File: src/rtl/uart_rx_oversampled.sv
`timescale 1ns/1ps
// UART receiver with oversampled 3-point majority voting, configurable word
// format, framing/parity/overrun flags and a valid/ack output handshake.
module uart_rx_oversampled #(
    parameter int CLK_FREQ   = 50_000_000,
    parameter int BAUD_RATE  = 9600,
    parameter int DATA_WIDTH = 8,
    parameter int PARITY     = 0,
    parameter int STOP_BITS  = 1,
    parameter int OVERSAMPLE = 16
) (
    input  logic                  clk,
    input  logic                  rst_n,
    input  logic                  rx,
    output logic [DATA_WIDTH-1:0] data,
    output logic                  data_valid,
    input  logic                  data_ack,
    output logic                  parity_err,
    output logic                  frame_err,
    output logic                  overrun
);

    localparam int DIV_RAW = (CLK_FREQ + (BAUD_RATE * OVERSAMPLE) / 2) / (BAUD_RATE * OVERSAMPLE);
    localparam int DIV     = (DIV_RAW < 1) ? 1 : DIV_RAW;
    localparam int DIV_W   = (DIV > 1) ? $clog2(DIV) : 1;
    localparam int SAMP_W  = $clog2(OVERSAMPLE);
    localparam int BIT_W   = $clog2(DATA_WIDTH + 1);

    localparam logic [DIV_W-1:0]  DIV_LAST  = DIV_W'(DIV - 1);
    localparam logic [SAMP_W-1:0] SAMP_LO   = SAMP_W'(OVERSAMPLE / 2 - 1);
    localparam logic [SAMP_W-1:0] SAMP_MID  = SAMP_W'(OVERSAMPLE / 2);
    localparam logic [SAMP_W-1:0] SAMP_HI   = SAMP_W'(OVERSAMPLE / 2 + 1);
    localparam logic [SAMP_W-1:0] SAMP_LAST = SAMP_W'(OVERSAMPLE - 1);
    localparam logic [BIT_W-1:0]  BIT_LAST  = BIT_W'(DATA_WIDTH);
    localparam logic              STOP_LAST = 1'(STOP_BITS - 1);
    localparam logic [1:0]        PAR_MODE  = 2'(PARITY);

    typedef enum logic [2:0] {
        S_IDLE   = 3'd0,
        S_START  = 3'd1,
        S_DATA   = 3'd2,
        S_PARITY = 3'd3,
        S_STOP   = 3'd4
    } state_t;

    function automatic logic majority3(input logic a, input logic b, input logic c);
        return (a & b) | (a & c) | (b & c);
    endfunction

    // Odd mode expects an odd number of ones across data+parity, even mode an even number.
    function automatic logic parity_bad(input logic [DATA_WIDTH-1:0] d, input logic p);
        logic x;
        x = (^d) ^ p;
        case (PAR_MODE)
            2'd1:    parity_bad = ~x;
            2'd2:    parity_bad = x;
            default: parity_bad = 1'b0;
        endcase
    endfunction

    logic [1:0]            sync_q;
    logic                  rxs_s;
    state_t                state_q, state_d;
    logic [DIV_W-1:0]      div_q, div_d;
    logic [SAMP_W-1:0]     samp_q, samp_d;
    logic [1:0]            vote_q, vote_d;
    logic [BIT_W-1:0]      bitcnt_q, bitcnt_d;
    logic                  stopcnt_q, stopcnt_d;
    logic [DATA_WIDTH-1:0] shreg_q, shreg_d;
    logic                  par_q, par_d;
    logic                  ferr_acc_q, ferr_acc_d;
    logic                  armed_q, armed_d;
    logic [DATA_WIDTH-1:0] data_q, data_d;
    logic                  valid_q, valid_d;
    logic                  perr_q, perr_d;
    logic                  ferr_q, ferr_d;
    logic                  ovr_q, ovr_d;
    logic                  tick_s, mid_s, end_s, maj_s, complete_s;

    assign rxs_s  = sync_q[1];
    assign tick_s = (div_q == DIV_LAST);
    assign mid_s  = tick_s && (samp_q == SAMP_HI);
    assign end_s  = tick_s && (samp_q == SAMP_LAST);
    assign maj_s  = majority3(vote_q[1], vote_q[0], rxs_s);

    assign data       = data_q;
    assign data_valid = valid_q;
    assign parity_err = perr_q;
    assign frame_err  = ferr_q;
    assign overrun    = ovr_q;

    // Two-flop synchroniser for the asynchronous line; idles high.
    always_ff @(posedge clk or negedge rst_n) begin
        if (!rst_n) begin
            sync_q <= 2'b11;
        end else begin
            sync_q <= {sync_q[0], rx};
        end
    end

    // Next-state, sampling and output-handshake logic.
    always_comb begin
        state_d    = state_q;
        div_d      = (state_q == S_IDLE || tick_s) ? '0 : div_q + DIV_W'(1);
        samp_d     = samp_q;
        vote_d     = vote_q;
        bitcnt_d   = bitcnt_q;
        stopcnt_d  = stopcnt_q;
        shreg_d    = shreg_q;
        par_d      = par_q;
        ferr_acc_d = ferr_acc_q;
        armed_d    = armed_q;
        data_d     = data_q;
        valid_d    = valid_q;
        perr_d     = perr_q;
        ferr_d     = ferr_q;
        ovr_d      = ovr_q;
        complete_s = 1'b0;

        if (state_q == S_IDLE) begin
            samp_d = '0;
        end else if (tick_s) begin
            samp_d = (samp_q == SAMP_LAST) ? '0 : samp_q + SAMP_W'(1);
        end else begin
            samp_d = samp_q;
        end

        if (tick_s && (samp_q == SAMP_LO || samp_q == SAMP_MID)) begin
            vote_d = {vote_q[0], rxs_s};
        end else begin
            vote_d = vote_q;
        end

        case (state_q)
            S_IDLE: begin
                // A start edge counts only after the line has been seen high (break lockout).
                if (rxs_s) begin
                    armed_d = 1'b1;
                end else if (armed_q) begin
                    armed_d    = 1'b0;
                    ferr_acc_d = 1'b0;
                    state_d    = S_START;
                end else begin
                    armed_d = armed_q;
                end
            end
            S_START: begin
                if (mid_s && maj_s) begin
                    state_d = S_IDLE;
                end else if (end_s) begin
                    bitcnt_d = '0;
                    state_d  = S_DATA;
                end else begin
                    state_d = S_START;
                end
            end
            S_DATA: begin
                if (mid_s) begin
                    shreg_d  = {maj_s, shreg_q[DATA_WIDTH-1:1]};
                    bitcnt_d = bitcnt_q + BIT_W'(1);
                end else if (end_s && bitcnt_q == BIT_LAST) begin
                    stopcnt_d  = 1'b0;
                    ferr_acc_d = 1'b0;
                    state_d    = (PAR_MODE != 2'd0) ? S_PARITY : S_STOP;
                end else begin
                    state_d = S_DATA;
                end
            end
            S_PARITY: begin
                if (mid_s) begin
                    par_d = maj_s;
                end else if (end_s) begin
                    stopcnt_d = 1'b0;
                    state_d   = S_STOP;
                end else begin
                    state_d = S_PARITY;
                end
            end
            S_STOP: begin
                // The word completes mid-way through the last stop bit so a following start edge is never missed.
                if (mid_s && stopcnt_q == STOP_LAST) begin
                    complete_s = 1'b1;
                    armed_d    = 1'b0;
                    state_d    = S_IDLE;
                end else if (mid_s) begin
                    ferr_acc_d = ferr_acc_q | ~maj_s;
                end else if (end_s) begin
                    stopcnt_d = ~stopcnt_q;
                end else begin
                    state_d = S_STOP;
                end
            end
            default: begin
                state_d = S_IDLE;
            end
        endcase

        if (complete_s) begin
            data_d  = shreg_q;
            perr_d  = parity_bad(shreg_q, par_q);
            ferr_d  = ferr_acc_q | ~maj_s;
            valid_d = 1'b1;
            if (valid_q && !data_ack) begin
                ovr_d = 1'b1;
            end else begin
                ovr_d = ovr_q;
            end
        end else if (valid_q && data_ack) begin
            valid_d = 1'b0;
            ovr_d   = 1'b0;
        end else begin
            valid_d = valid_q;
        end
    end

    // State, counters and output registers.
    always_ff @(posedge clk or negedge rst_n) begin
        if (!rst_n) begin
            state_q    <= S_IDLE;
            div_q      <= '0;
            samp_q     <= '0;
            vote_q     <= 2'b00;
            bitcnt_q   <= '0;
            stopcnt_q  <= 1'b0;
            shreg_q    <= '0;
            par_q      <= 1'b0;
            ferr_acc_q <= 1'b0;
            armed_q    <= 1'b0;
            data_q     <= '0;
            valid_q    <= 1'b0;
            perr_q     <= 1'b0;
            ferr_q     <= 1'b0;
            ovr_q      <= 1'b0;
        end else begin
            state_q    <= state_d;
            div_q      <= div_d;
            samp_q     <= samp_d;
            vote_q     <= vote_d;
            bitcnt_q   <= bitcnt_d;
            stopcnt_q  <= stopcnt_d;
            shreg_q    <= shreg_d;
            par_q      <= par_d;
            ferr_acc_q <= ferr_acc_d;
            armed_q    <= armed_d;
            data_q     <= data_d;
            valid_q    <= valid_d;
            perr_q     <= perr_d;
            ferr_q     <= ferr_d;
            ovr_q      <= ovr_d;
        end
    end

endmodule

File: config.mk
export PLATFORM = sky130hd
export DESIGN_NAME = uart_rx_oversampled
export DESIGN_NICKNAME = d
export VERILOG_FILES = /design/src/rtl/uart_rx_oversampled.sv
export SDC_FILE = /design/constraint.sdc
export NUM_CORES = 1
export LEC_CHECK = 0
export ABC_AREA = 1
export CAP_MARGIN = 0
export CORE_UTILIZATION = 50
export DETAILED_ROUTE_END_ITERATION = 7
export PLACE_DENSITY = 0.66
export REMOVE_ABC_BUFFERS = 1
export SYNTH_ARGS = -nofsm -noshare
export SYNTH_HDL_FRONTEND = slang
export SYNTH_SLANG_ARGS = --single-unit
File: constraint.sdc
create_clock -name clk -period 4.6 [get_ports clk]
set_clock_uncertainty 0.2 [all_clocks]
set_input_delay 0.92 -clock clk [delete_from_list [all_inputs] [get_ports clk]]
set_output_delay 0.92 -clock clk [all_outputs]
set_load 0.005 [all_outputs]
==> results.ini <==
[die]
ioPinCount = 16
initial_utilization_pct = 52.8
die_h_um = 70.5
dieArea_um2 = 4970
die_x_um = 70.5
coreArea_um2 = 4440
rows = 24

[yosys]
synth_top_area_share_pct = 46.9
avgSynthCellArea_um2 = 8.79
synth_largest_area_cell = dfrtp_1
synth_ff_type = dfrtp_1
ys_seq_elements = 46
syn-instance-count = 267
async_reset_ff_share_pct = 100
synth_area_leaders = dfrtp_1, nand2_1, inv_1, o21ai_2, ha_1
ys_seq_area_share_pct = 49.2
yosys_warnings = 0
synth-edff-count = 0
syn_area_um2 = 2350
synth_cell_types = 40

[worst_setup_path]
worstPathCellList = clkdlybuf4s50_1
regToRegEndpoint = state_q[0]$_DFFE_PN0P_
critPathMaxStageDelay_ps = 510
cp-start-kind = register
critPathMaxFanout = 2
reg2reg_depth = 11
endpoint = overrun
ff2ff_setup_slack_ps = 2350
r2r-start = div_q[1]$_DFF_PN0_
startpoint = overrun$_DFFE_PN0P_
critPathArrivalTime_ps = 1180
crit_required_ps = 3480
cp_top_family = buffers and inverters
crit_cells = 1
cp.buffers_inverters = 1
endpoint_kind = output pin
cp_slowest_cell = clkdlybuf4s50_1
path_class = register to output pin

[route]
vias_per_cell = 5.12
vias = 1726
wl_per_cell_um = 11.7
routed_wl_um = 3960
drc = 5
wl_met1_um = 1980
dr_wl_met3_um = 128
drt_iter0_drc = 91
first_pass_iters = 6
ant_nets = 0
dr.max_layer_used = met4
wl_met2_um = 1790

[sta]
setup_viol = 0
rsz0062_at_grt = false
slew_headroom_pct = 34.5
setup_tns_ps = 0
final_max_slew_viol_count = 0
hold_viol_final = 0
worst_pin_slew_ps = 982
fin_crit_ps = 2300
post-route-period-util_pct = 49.9
max_freq_ghz = 0.435

[finish]
drive_gt1_share_pct = 13.0
area_delta_synth_final_pct = 11.1
final_area_um2 = 2610
fin_nets = 295
antenna_cells = 0

[global_routing]
overflow = 0
grtUsageTotal_pct = 19.0
grt_pass1_wl_um = 7450
grt_max_degree = 47
antenna_found_initial = 0
grt_pass1_vias = 1673

[clocking]
cts_sinks = 46
cts_hold_buf = 0
clock_latency_ps = 300
clkTransAtPathRegs_ps = 80
clock_path_buffers = 2
cts_resized = 0
htreeDepth = 2
cts_tree = built
cts_buffers = 5
cts_setup_buffers = 0
root_buffer = clkbuf_8

[power]
p_leak_nw = 1.23
ir_drop_uv = 188
total_power_mw = 0.823
cellPowerDensity_nw_per_um2 = 316

[placed_design]
io_buffers = 14
place_hpwl_um = 2930
placement.cell_area_um2 = 2510
place.gp.congestion = 0.815

[status]
status = finished with violations
violations = design-rule violations

[worst_hold_path]
min-delay-start = sync_q[0]$_DFF_PN1_
min_path_type = register to register

[job]
drv_cap = 0

metal layers:
layer	global-route usage, %	up-vias
met5	0	-
met4	6.80	0
met3	3.46	7
met2	31.0	33
met1	25.6	791
li1	-	895
layout by cell type, fill, tap and decap left out, types with 2 or more instances in the layout:
cell,count
a21oi_1,9
clkbuf_8,6
clkdlybuf4s50_1,13
dfrtp_1,44
dfstp_2,2
ha_1,7
inv_1,35
inv_4,2
nand2_1,66
nand3_1,13
nand3_2,2
nand4_1,6
nor2_1,15
nor2_4,3
nor3_1,7
nor3b_1,2
o21ai_0,16
o21ai_2,12
xor2_1,2
synthesized netlist by cell type, types with 2 or more instances:
cell,count
nor3b_1,2
buf_4,2
dfrtp_1,44
dfstp_2,2
o21ai_0,16
nand3_1,13
nand3_2,2
ha_1,7
xor2_1,2
nand2_1,66
nor2_4,3
a21oi_1,9
inv_4,2
nand4_1,6
nor2_1,15
nor3_1,7
o21ai_2,12
inv_1,35
power breakdown:
part           switching (mW)  internal (mW)
combinational          0.0916         0.0397
sequential             0.0174          0.423
clock                   0.129          0.121
final cells by class:
| cell class | instances | area (um^2) |
|---|---|---|
| fillers | 395 | 1840 |
| flip-flops and latches | 46 | 1150 |
| multi-input cells | 179 | 1010 |
| inverters | 38 | 148 |
| repair buffers | 14 | 135 |
| clock buffers | 7 | 86.3 |
| well taps | 52 | 65.1 |
| clock inverters | 1 | 5.00 |
registers in the layout, summed over array words and instances, names as in the netlist, 2 cells and up:
| signal | flops |
|---|---|
| div_q | 9 |
| data | 8 |
| shreg_q | 8 |
| bitcnt_q | 4 |
| samp_q | 4 |
| state_q | 3 |
| sync_q | 2 |
| vote_q | 2 |
cell families (layout without fill, tap and decap cells):
family | Yosys count | after routing | synth area share [%]
other | 1 | 1 | 0.160
adder cells (fa/ha/maj) | 7 | 7 | 3.73
AND/OR/NAND/NOR | 124 | 124 | 25.9
buffers and inverters | 42 | 60 | 7.63
AO/OA/AOI/OAI | 45 | 45 | 12.7
flip-flops | 46 | 46 | 49.2
XOR/XNOR | 2 | 2 | 0.747
how the worst min path moves through the flow:
stage,endpoint,cells after the start
floorplan,sync_q[1]$_DFF_PN1_,0
global placement,sync_q[1]$_DFF_PN1_,0
detailed placement,sync_q[1]$_DFF_PN1_,0
CTS,sync_q[1]$_DFF_PN1_,0
global route,sync_q[1]$_DFF_PN1_,0
finish,sync_q[1]$_DFF_PN1_,0
through the flow:
stage                     utilization [%]  hold slack [ps]  worst slack, ps  instances
final                                58.6              157             2300        337
after global routing                 58.6              164             2040        337
after CTS                            58.6              158             2290        337
after detailed placement             56.6              147             2340        329
after global placement               56.6              146             2450        329
after floorplan                         -              145             2600        263
No activity file was read; power rests on OpenSTA's default activity.
